==> config.mk <==
export PLATFORM = sky130hd
export DESIGN_NAME = pid_step_scheduler
export DESIGN_NICKNAME = d
export VERILOG_FILES = /design/src/rtl/pid_pkg.sv /design/src/rtl/tick_prescaler.sv /design/src/rtl/pid_step_scheduler.sv
export SDC_FILE = /design/constraint.sdc
export NUM_CORES = 1
export LEC_CHECK = 0
export BUFFER_PORTS_ARGS = -buffer_cell sky130_fd_sc_hd__clkbuf_2
export CORE_ASPECT_RATIO = 0.75
export CORE_UTILIZATION = 40
export DETAILED_ROUTE_END_ITERATION = 12
export SYNTH_ARGS = -nofsm -noshare
export SYNTH_HDL_FRONTEND = slang
export SYNTH_SLANG_ARGS = --single-unit
==> constraint.sdc <==
create_clock -name clk_i -period 13.4 [get_ports clk_i]
set_input_delay 2.68 -clock clk_i [delete_from_list [all_inputs] [get_ports clk_i]]
set_output_delay 2.68 -clock clk_i [all_outputs]
set_load 0.03 [all_outputs]
==> src/rtl/pid_pkg.sv <==
// Shared definitions for the PID step scheduler: FSM encoding, MAC term
// indices and the accumulator sizing helper.
package pid_pkg;

    typedef enum logic [1:0] {
        ST_IDLE  = 2'd0,
        ST_MAC   = 2'd1,
        ST_SCALE = 2'd2,
        ST_DONE  = 2'd3
    } state_t;

    localparam int unsigned IDX_W = 3;

    // Order in which the shared multiplier walks the difference equation
    localparam logic [IDX_W-1:0] IDX_B2 = 3'd0;
    localparam logic [IDX_W-1:0] IDX_B1 = 3'd1;
    localparam logic [IDX_W-1:0] IDX_B0 = 3'd2;
    localparam logic [IDX_W-1:0] IDX_A1 = 3'd3;
    localparam logic [IDX_W-1:0] IDX_A0 = 3'd4;

    // Five products of (adc+1)x(reg) bits plus sign headroom
    function automatic int unsigned acc_width(input int unsigned adc_w,
                                              input int unsigned reg_w);
        return adc_w + reg_w + 32'd4;
    endfunction

endpackage

==> src/rtl/tick_prescaler.sv <==
// Divides clock-enable pulses down to one control-step tick.
// Ports: i_clk, i_rst (async, active-high), i_clk_en (count enable),
//        o_tick_c (combinational, high for the wrap cycle only).
module tick_prescaler #(
    parameter int unsigned TICK_DIV = 200000
) (
    input  logic i_clk,
    input  logic i_rst,
    input  logic i_clk_en,
    output logic o_tick_c
);

    localparam int unsigned CNT_W = (TICK_DIV > 1) ? $clog2(TICK_DIV) : 1;
    localparam logic [CNT_W-1:0] CNT_LAST = CNT_W'(TICK_DIV - 1);

    logic [CNT_W-1:0] r_count;
    logic             w_wrap;

    assign w_wrap   = (r_count == CNT_LAST);
    assign o_tick_c = i_clk_en && w_wrap;

    // Free-running modulo-TICK_DIV counter gated by the enable
    always_ff @(posedge i_clk or posedge i_rst) begin
        if (i_rst) begin
            r_count <= '0;
        end else if (i_clk_en) begin
            r_count <= w_wrap ? '0 : r_count + CNT_W'(1);
        end
    end

endmodule

==> src/rtl/pid_step_scheduler.sv <==
// Time-multiplexed IIR/PID controller: one step per prescaler tick, five
// MAC cycles on a single signed multiplier, then scale, saturate and publish.
// Ports: clk_i, rst_i (async, active-high), clk_en_i, clear_i,
//        ADC_value_i/SET_value_i (unsigned), b2_i..a0_i (signed Q2.FRAC),
//        PID_Val_o (signed), valid_o, busy_o, overrun_o.
module pid_step_scheduler
    import pid_pkg::*;
#(
    parameter int unsigned ADC_BITWIDTH  = 4,
    parameter int unsigned REG_BITWIDTH  = 8,
    parameter int unsigned FRAC_BITWIDTH = 6,
    parameter int unsigned TICK_DIV      = 200000
) (
    input  logic                           clk_i,
    input  logic                           rst_i,
    input  logic                           clk_en_i,
    input  logic                           clear_i,
    input  logic [ADC_BITWIDTH-1:0]        ADC_value_i,
    input  logic [ADC_BITWIDTH-1:0]        SET_value_i,
    input  logic signed [REG_BITWIDTH-1:0] b2_i,
    input  logic signed [REG_BITWIDTH-1:0] b1_i,
    input  logic signed [REG_BITWIDTH-1:0] b0_i,
    input  logic signed [REG_BITWIDTH-1:0] a1_i,
    input  logic signed [REG_BITWIDTH-1:0] a0_i,
    output logic signed [ADC_BITWIDTH:0]   PID_Val_o,
    output logic                           valid_o,
    output logic                           busy_o,
    output logic                           overrun_o
);

    localparam int unsigned XW     = ADC_BITWIDTH + 1;
    localparam int unsigned PROD_W = XW + REG_BITWIDTH;
    localparam int unsigned ACC_W  = acc_width(ADC_BITWIDTH, REG_BITWIDTH);
    localparam logic signed [ACC_W-1:0] Y_MAX = ACC_W'((2 ** ADC_BITWIDTH) - 1);
    localparam logic signed [ACC_W-1:0] Y_MIN = ACC_W'(-(2 ** ADC_BITWIDTH));

    state_t                   r_state, w_state_nxt;
    logic [IDX_W-1:0]         r_idx;
    logic signed [ACC_W-1:0]  r_acc;
    logic signed [XW-1:0]     r_x0, r_x1, r_x2, r_y1, r_y2, r_pid;
    logic                     r_valid, r_busy, r_overrun;
    logic                     w_valid_nxt, w_busy_nxt;
    logic                     w_tick;

    logic signed [REG_BITWIDTH-1:0] w_coef;
    logic signed [XW-1:0]           w_opnd;
    logic                           w_sub;
    logic signed [PROD_W-1:0]       w_prod;
    logic signed [ACC_W-1:0]        w_prod_ext, w_shift;
    logic signed [XW-1:0]           w_y;

    tick_prescaler #(.TICK_DIV(TICK_DIV)) u_prescaler (
        .i_clk    (clk_i),
        .i_rst    (rst_i),
        .i_clk_en (clk_en_i),
        .o_tick_c (w_tick)
    );

    // State register
    always_ff @(posedge clk_i or posedge rst_i) begin
        if (rst_i) r_state <= ST_IDLE;
        else       r_state <= w_state_nxt;
    end

    // Next state and registered-output next values; clear always wins
    always_comb begin
        w_state_nxt = r_state;
        w_valid_nxt = 1'b0;
        if (clear_i) begin
            w_state_nxt = ST_IDLE;
        end else begin
            case (r_state)
                ST_IDLE:  if (w_tick) w_state_nxt = ST_MAC;
                ST_MAC:   if (r_idx == IDX_A0) w_state_nxt = ST_SCALE;
                ST_SCALE: begin
                    w_state_nxt = ST_DONE;
                    w_valid_nxt = 1'b1;
                end
                ST_DONE:  w_state_nxt = ST_IDLE;
                default:  w_state_nxt = ST_IDLE;
            endcase
        end
        w_busy_nxt = (w_state_nxt != ST_IDLE);
    end

    // Operand select for the shared multiplier; feedback terms subtract
    always_comb begin
        w_coef = '0;
        w_opnd = '0;
        w_sub  = 1'b0;
        case (r_idx)
            IDX_B2: begin w_coef = b2_i; w_opnd = r_x0; end
            IDX_B1: begin w_coef = b1_i; w_opnd = r_x1; end
            IDX_B0: begin w_coef = b0_i; w_opnd = r_x2; end
            IDX_A1: begin w_coef = a1_i; w_opnd = r_y1; w_sub = 1'b1; end
            IDX_A0: begin w_coef = a0_i; w_opnd = r_y2; w_sub = 1'b1; end
            default: ;
        endcase
    end

    assign w_prod     = PROD_W'(w_coef) * PROD_W'(w_opnd);
    assign w_prod_ext = ACC_W'(w_prod);
    assign w_shift    = r_acc >>> FRAC_BITWIDTH;

    // Floor-scaled result clamped to the output range
    always_comb begin
        if (w_shift > Y_MAX)      w_y = XW'(Y_MAX);
        else if (w_shift < Y_MIN) w_y = XW'(Y_MIN);
        else                      w_y = XW'(w_shift);
    end

    // Datapath, history and output registers
    always_ff @(posedge clk_i or posedge rst_i) begin
        if (rst_i) begin
            r_idx     <= '0;
            r_acc     <= '0;
            r_x0      <= '0;
            r_x1      <= '0;
            r_x2      <= '0;
            r_y1      <= '0;
            r_y2      <= '0;
            r_pid     <= '0;
            r_valid   <= 1'b0;
            r_busy    <= 1'b0;
            r_overrun <= 1'b0;
        end else begin
            r_valid <= w_valid_nxt;
            r_busy  <= w_busy_nxt;
            if (clear_i) begin
                r_x1      <= '0;
                r_x2      <= '0;
                r_y1      <= '0;
                r_y2      <= '0;
                r_pid     <= '0;
                r_overrun <= 1'b0;
            end else begin
                if (w_tick && (r_state != ST_IDLE)) r_overrun <= 1'b1;
                case (r_state)
                    ST_IDLE: if (w_tick) begin
                        r_x0  <= XW'(SET_value_i) - XW'(ADC_value_i);
                        r_acc <= '0;
                        r_idx <= IDX_B2;
                    end
                    ST_MAC: begin
                        r_acc <= w_sub ? (r_acc - w_prod_ext) : (r_acc + w_prod_ext);
                        r_idx <= r_idx + IDX_W'(1);
                    end
                    ST_SCALE: begin
                        r_pid <= w_y;
                        r_x2  <= r_x1;
                        r_x1  <= r_x0;
                        r_y2  <= r_y1;
                        r_y1  <= w_y;
                    end
                    default: ;
                endcase
            end
        end
    end

    assign PID_Val_o = r_pid;
    assign valid_o   = r_valid;
    assign busy_o    = r_busy;
    assign overrun_o = r_overrun;

endmodule

* Word level (Yosys, flattened, before mapping) *
Index checks and enable logic that the tools add are counted.

storage, ports and cells
  flip-flop bits (word level) = 67
  input bits = 52
  output and inout bits = 8

cells by class
  add/subtract/negate cells = 5
  multiply operators = 1
  magnitude comparators = 2
  equality and inequality tests = 9
  mux-type cells = 27
  bitwise logic cells = 1
  reductions and logical operators = 12

operators with widths
  kind                                                                               number
  5-bit 2-to-1 mux                                                                   10
  8-bit case mux with 5 select lines                                                 1
  16-bit 2-to-1 mux                                                                  2
  16-bit case mux with 2 select lines                                                1
  5-bit case mux with 5 select lines                                                 1
  18-bit by 1-bit adder with 18-bit output (second input constant)                   1
  18-bit equality test (second input constant)                                       1
  18-bit 2-to-1 mux                                                                  1
  16-bit by 13-bit adder with 16-bit output                                          1
  16-bit by 13-bit subtractor with 16-bit output                                     1
  8-bit by 5-bit multiplier with 13-bit output                                       1
  10-bit by 5-bit greater-than comparator with 1-bit output (second input constant)  1
  10-bit by 5-bit less-than comparator with 1-bit output (second input constant)     1
  2-bit nonzero test                                                                 5
  2-bit case mux with 4 select lines                                                 1
  3-bit by 2-bit equality test with 1-bit output (second input constant)             2
  2-bit 2-to-1 mux                                                                   3
  3-bit case mux with 2 select lines                                                 1
  3-bit AND reduction                                                                2
  1-bit 2-to-1 mux                                                                   5
  4-bit by 4-bit subtractor with 5-bit output                                        1
  2-bit equality test (second input constant)                                        2
  3-bit by 1-bit adder with 3-bit output (second input constant)                     1
  3-bit by 1-bit equality test with 1-bit output (second input constant)             1
  9 further kinds                                                                    10

* Depth between registers and ports, before layout *
  depth in word-level cells = 6
  gate-level depth with buffers = 32
  gate-level depth less buffers = 30

* Cells and area by module *
Synthesis repeated with hierarchy kept, for this count alone.

unflattened totals
  cell total of the unflattened synthesis = 635
  area total of the unflattened synthesis = 5,672.9 um^2

by module, submodules not included
  module              instances  cells each  area an instance (um^2)  sequential area each (um^2)
  pid_step_scheduler  1          541         4,758.3                  1,226.2
  tick_prescaler      1          94          914.6                    450.4

* Worst setup path after synthesis *
No wires, ideal clock.

  path kind = input-to-reg
  start = input a0_i[3]
  end = register r_acc[15]
  setup time = 0.095 ns
  arrival = 8.398 ns
  required time = 13.305 ns
  path slack = 4.907 ns
  stages on the path = 24
  buffers on the path = 0
  path through = mux2_2 > a222oi_1 > nor2b_1 > fa_1 > fa_1 > inv_1 > fa_1 > inv_1 > ha_1 > a21o_2 > a21o_1 > or3_1 > a221oi_2 > and2_1 > nand2_1 > o21a_1 > xnor2_1 > ha_1 > nand3_1 > a211o_1 > a31o_2 > and3_1 > o31a_1 > o31ai_1

between the ends
  longest elaborated chain between the ends = 5

RTL lines
  element                                                                                                      line                       RTL
  start, declared                                                                                              pid_step_scheduler.sv:24   input logic signed [REG_BITWIDTH-1:0] a0_i,
  8-bit case mux with 5 select lines *                                                                         pid_step_scheduler.sv:91   case (r_idx)
  8-bit by 5-bit multiplier with 13-bit output *                                                               pid_step_scheduler.sv:101  assign w_prod = PROD_W'(w_coef) * PROD_W'(w_opnd);
  16-bit by 13-bit adder with 16-bit output or 16-bit by 13-bit subtractor with 16-bit output (tied branches)  pid_step_scheduler.sv:145  r_acc <= w_sub ? (r_acc - w_prod_ext) : (r_acc + w_prod_ext);
  16-bit 2-to-1 mux *                                                                                          pid_step_scheduler.sv:145
  16-bit case mux with 2 select lines *                                                                        pid_step_scheduler.sv:138  case (r_state)
  end signal, assigned                                                                                         pid_step_scheduler.sv:145
  end, declared                                                                                                pid_step_scheduler.sv:39   logic signed [ACC_W-1:0] r_acc;

Every way passes the cells marked *; elsewhere a longest branch is shown, timed or not.
A chain may end at the register's enable or synchronous reset.

* Worst setup path in the final report *
Same ends and word-level chain as after synthesis.

==> reports/metrics.csv <==
stage;metric;value;unit
drt;vias;4782;
die;dieArea;14800;um^2
clocking;ctsResizeCount;0;
outcome;outcome;complete, no violations;
run;cap_viol_max_count;0;
clocking;hold_buffers;0;
finish;nFillCells;1296;
power;p_leak;0.00307;uW
drt;drcViolationCount;0;
drt;finalWirelength;13700;um
sta;report.final.slew_viol_count;0;
synth;syn_nets;754;
finish;drive_gt1_frac;0.154;
worst_setup_path;cp.required;13.63;ns
global_routing;grt_pass1_wl;23500;um
power;pwr-share-clk;0.471;
drt;drt_iter0_drc;377;
synth;ys_warn_count;0;
drt;via_per_inst;5.54;
die;die-height;106;um
power;p_sw;132;uW
sta;tightestPinTransition;1.26;ns
power;vdd_drop_max;0.0000623;V
global_routing;grt_overflow;0;
global_routing;antenna_found_initial;0;
sta;hold_viol_final;0;
die;start_util;0.413;
worst_hold_path;min_path_type;reg2reg;
worst_setup_path;arrival;9.04;ns
clocking;clk_latency;0.33;ns
synth;async_flop_share;1.00;
sta;clock_skew;0.00811;ns
clocking;clockRootBuffer;clkbuf_16;
global_routing;grt_pass1_vias;4626;
clocking;clk_pin_slew;0.05;ns
sta;rsz0062_at_grt;no;
worst_setup_path;worstRegToRegCells;25;
sta;min_period;8.81;ns
synth;synth_cell_types;59;
clocking;postCtsSetupBuffers;0;
drt;wire_per_inst;15.8;um
synth;avgSynthCellArea;9.12;um^2
clocking;numClockSinks;67;
power;p_int;401;uW
sta;fin_setup_tns;0;ns
power;combPwrFrac;0.110;
clocking;cts_tree;built;
finish;nNetsFinal;811;
die;die_x;140;um
die;ios;60;
placed_design;port-buffer-count;59;
worst_setup_path;worstSetupPathType;in2reg;
worst_setup_path;end_kind;register;
clocking;cts.htree.levels;3;
finish;syn2layout_area_growth;14.0;%
synth;yosysSeqAreaShare;0.293;
worst_hold_path;whs_path_depth;2;
global_routing;grt_max_degree;68;
sta;min_period_over_period;0.657;
die;rows;37;
placed_design;dp_hpwl;10600;um
synth;synth_edf_count;0;
synth;netlist_instances;627;
clocking;cts_buffer_depth;2;
sta;whs;0.487;ns
placed_design;place_congestion;0.906;
global_routing;grtUsageTotal;0.201;
synth;synth_top_flop_cell;dfrtp_1;
sta;setup_viol;0;
power;power_density;81.8;nW/um^2
sta;fmax;114;MHz
worst_setup_path;start_kind;input port;
sta;relSlewSlack;0.158;
drt;ant_nets;0;
power;power_frac_seq;0.419;
synth;synth-seq-cells;67;
die;core-area;13800;um^2
drt;drtPass1Iterations;8;
worst_setup_path;cp_max_fo;7;
finish;final_util;0.471;
synth;netlist_area;5720;um^2
clocking;cts_buffers;9;
power;swShare;0.247;
finish;diodes;0;
==> registers in the layout, indices dropped and copies added, names as in the netlist <==
name / flops
r_state: 2
u_prescaler.r_count: 18
r_idx: 3
overrun_o: 1
r_x1: 5
busy_o: 1
r_acc: 16
r_y2: 5
r_x0: 5
valid_o: 1
r_x2: 5
PID_Val_o: 5
==> logic make-up after synthesis <==
logic type	synth area share
AO/OA/AOI/OAI	0.206
XOR/XNOR	0.0652
adder cells (fa/ha/maj)	0.202
buffers and inverters	0.0578
flip-flops	0.293
multiplexers	0.0138
AND/OR/NAND/NOR	0.162
==> per-stage QoR <==
stage / total power [uW] / instance area, um^2 / setup slack [ns] / cells
after floorplan: 264 / 5720 / 4.91 / 627
after global placement: 283 / 6200 / 4.41 / 848
after detailed placement: 286 / 6200 / 4.31 / 848
after CTS: 539 / 6520 / 4.63 / 863
after global routing: 559 / 6520 / 4.28 / 863
final: 533 / 6520 / 4.59 / 863
==> cell usage after synthesis (14+ instances only) <==
library cell / number / share of area
xor2_1: 14 / 0.021
nand2_1: 39 / 0.026
o21ai_0: 32 / 0.028
a22o_1: 21 / 0.032
nor2_1: 60 / 0.039
nor2b_1: 14 / 0.015
xnor2_1: 26 / 0.040
a21oi_1: 23 / 0.020
fa_1: 29 / 0.10
clkbuf_1: 15 / 0.0098
dfrtp_1: 67 / 0.29
inv_1: 69 / 0.045
ha_1: 46 / 0.10
==> power by group through the flow <==
| stage | clock [uW] | combinational (uW) | sequential, uW |
|---|---|---|---|
| 3_5_place_dp | 0 | 59.2 | 227 |
| 6_report | 251 | 58.9 | 223 |
| 5_1_grt | 266 | 67.9 | 225 |
| 3_3_place_gp | 0 | 57.0 | 226 |
| 2_1_floorplan | 0 | 40.6 | 224 |
| 4_1_cts | 256 | 59.6 | 223 |
==> worst max-delay path: stages <==
cell and delay (ns):
clkbuf_2 0.08, mux2_2 0.25, a222oi_1 0.67, nor2b_1 0.28, fa_1 0.44, fa_1 0.55
inv_1 0.05, fa_1 0.52, inv_1 0.04, ha_1 0.36, a21o_2 0.23, a21o_1 0.19
or3_1 0.35, a221oi_2 0.31, and2_1 0.18, nand2_1 0.05, o21a_1 0.20, xnor2_1 0.13
ha_1 0.35, nand3_1 0.10, a211o_1 0.25, a31o_2 0.21, and3_1 0.19, o31a_1 0.28
o31ai_1 0.07
==> layout make-up <==
class | count | area [um^2] | area share
Sequential cell | 67 | 1680 | 0.257
Timing Repair Buffer | 64 | 333 | 0.0511
Multi-Input combinational cell | 473 | 3710 | 0.570
Clock buffer | 9 | 225 | 0.0346
Clock inverter | 6 | 90.1 | 0.0138
Inverter | 69 | 259 | 0.0397
Tap cell | 175 | 219 | 0.0336
==> metal layers <==
layer | vias to the layer above | track usage | share of wire
li1 | 2326 | - | -
met1 | 2303 | 0.310 | 0.54
met2 | 139 | 0.286 | 0.41
met3 | 14 | 0.0400 | 0.047
met4 | 0 | 0.0432 | 0.0092
met5 | - | 0 | 0
==> cells in the final DEF, fill, tap and decap left out, drive strengths merged, types with 11 or more instances in the layout <==
cell    netlist  layout
a21o         11      11
a21oi        23      23
a222oi       13      13
a22o         21      21
clkbuf       15      68
dfrtp        67      67
fa           29      29
ha           46      46
inv          69      70
nand2        39      39
nand3        11      11
nor2         60      60
nor2b        14      14
nor3         13      13
o21a         14      14
o21ai        38      38
xnor2        26      26
xor2         14      14
==> path summary, 6_finish.rpt <==
check | startpoint | to | slack, ns
hold / removal | r_acc[5]$_DFFE_PP0P_ | r_acc[5]$_DFFE_PP0P_ | 0.49
max in group asynchronous | rst_i | r_acc[1]$_DFFE_PP0P_ | 10.24
setup reg to reg | r_idx[2]$_DFFE_PP0P_ | r_acc[15]$_DFFE_PP0P_ | 5.23
hold reg to reg | r_acc[5]$_DFFE_PP0P_ | r_acc[5]$_DFFE_PP0P_ | 0.49
min in group asynchronous | rst_i | u_prescaler.r_count[14]$_DFFE_PP0P_ | 2.58
setup / recovery | a0_i[3] | r_acc[15]$_DFFE_PP0P_ | 4.59
Note: power is estimated with default switching activity, not from simulation.
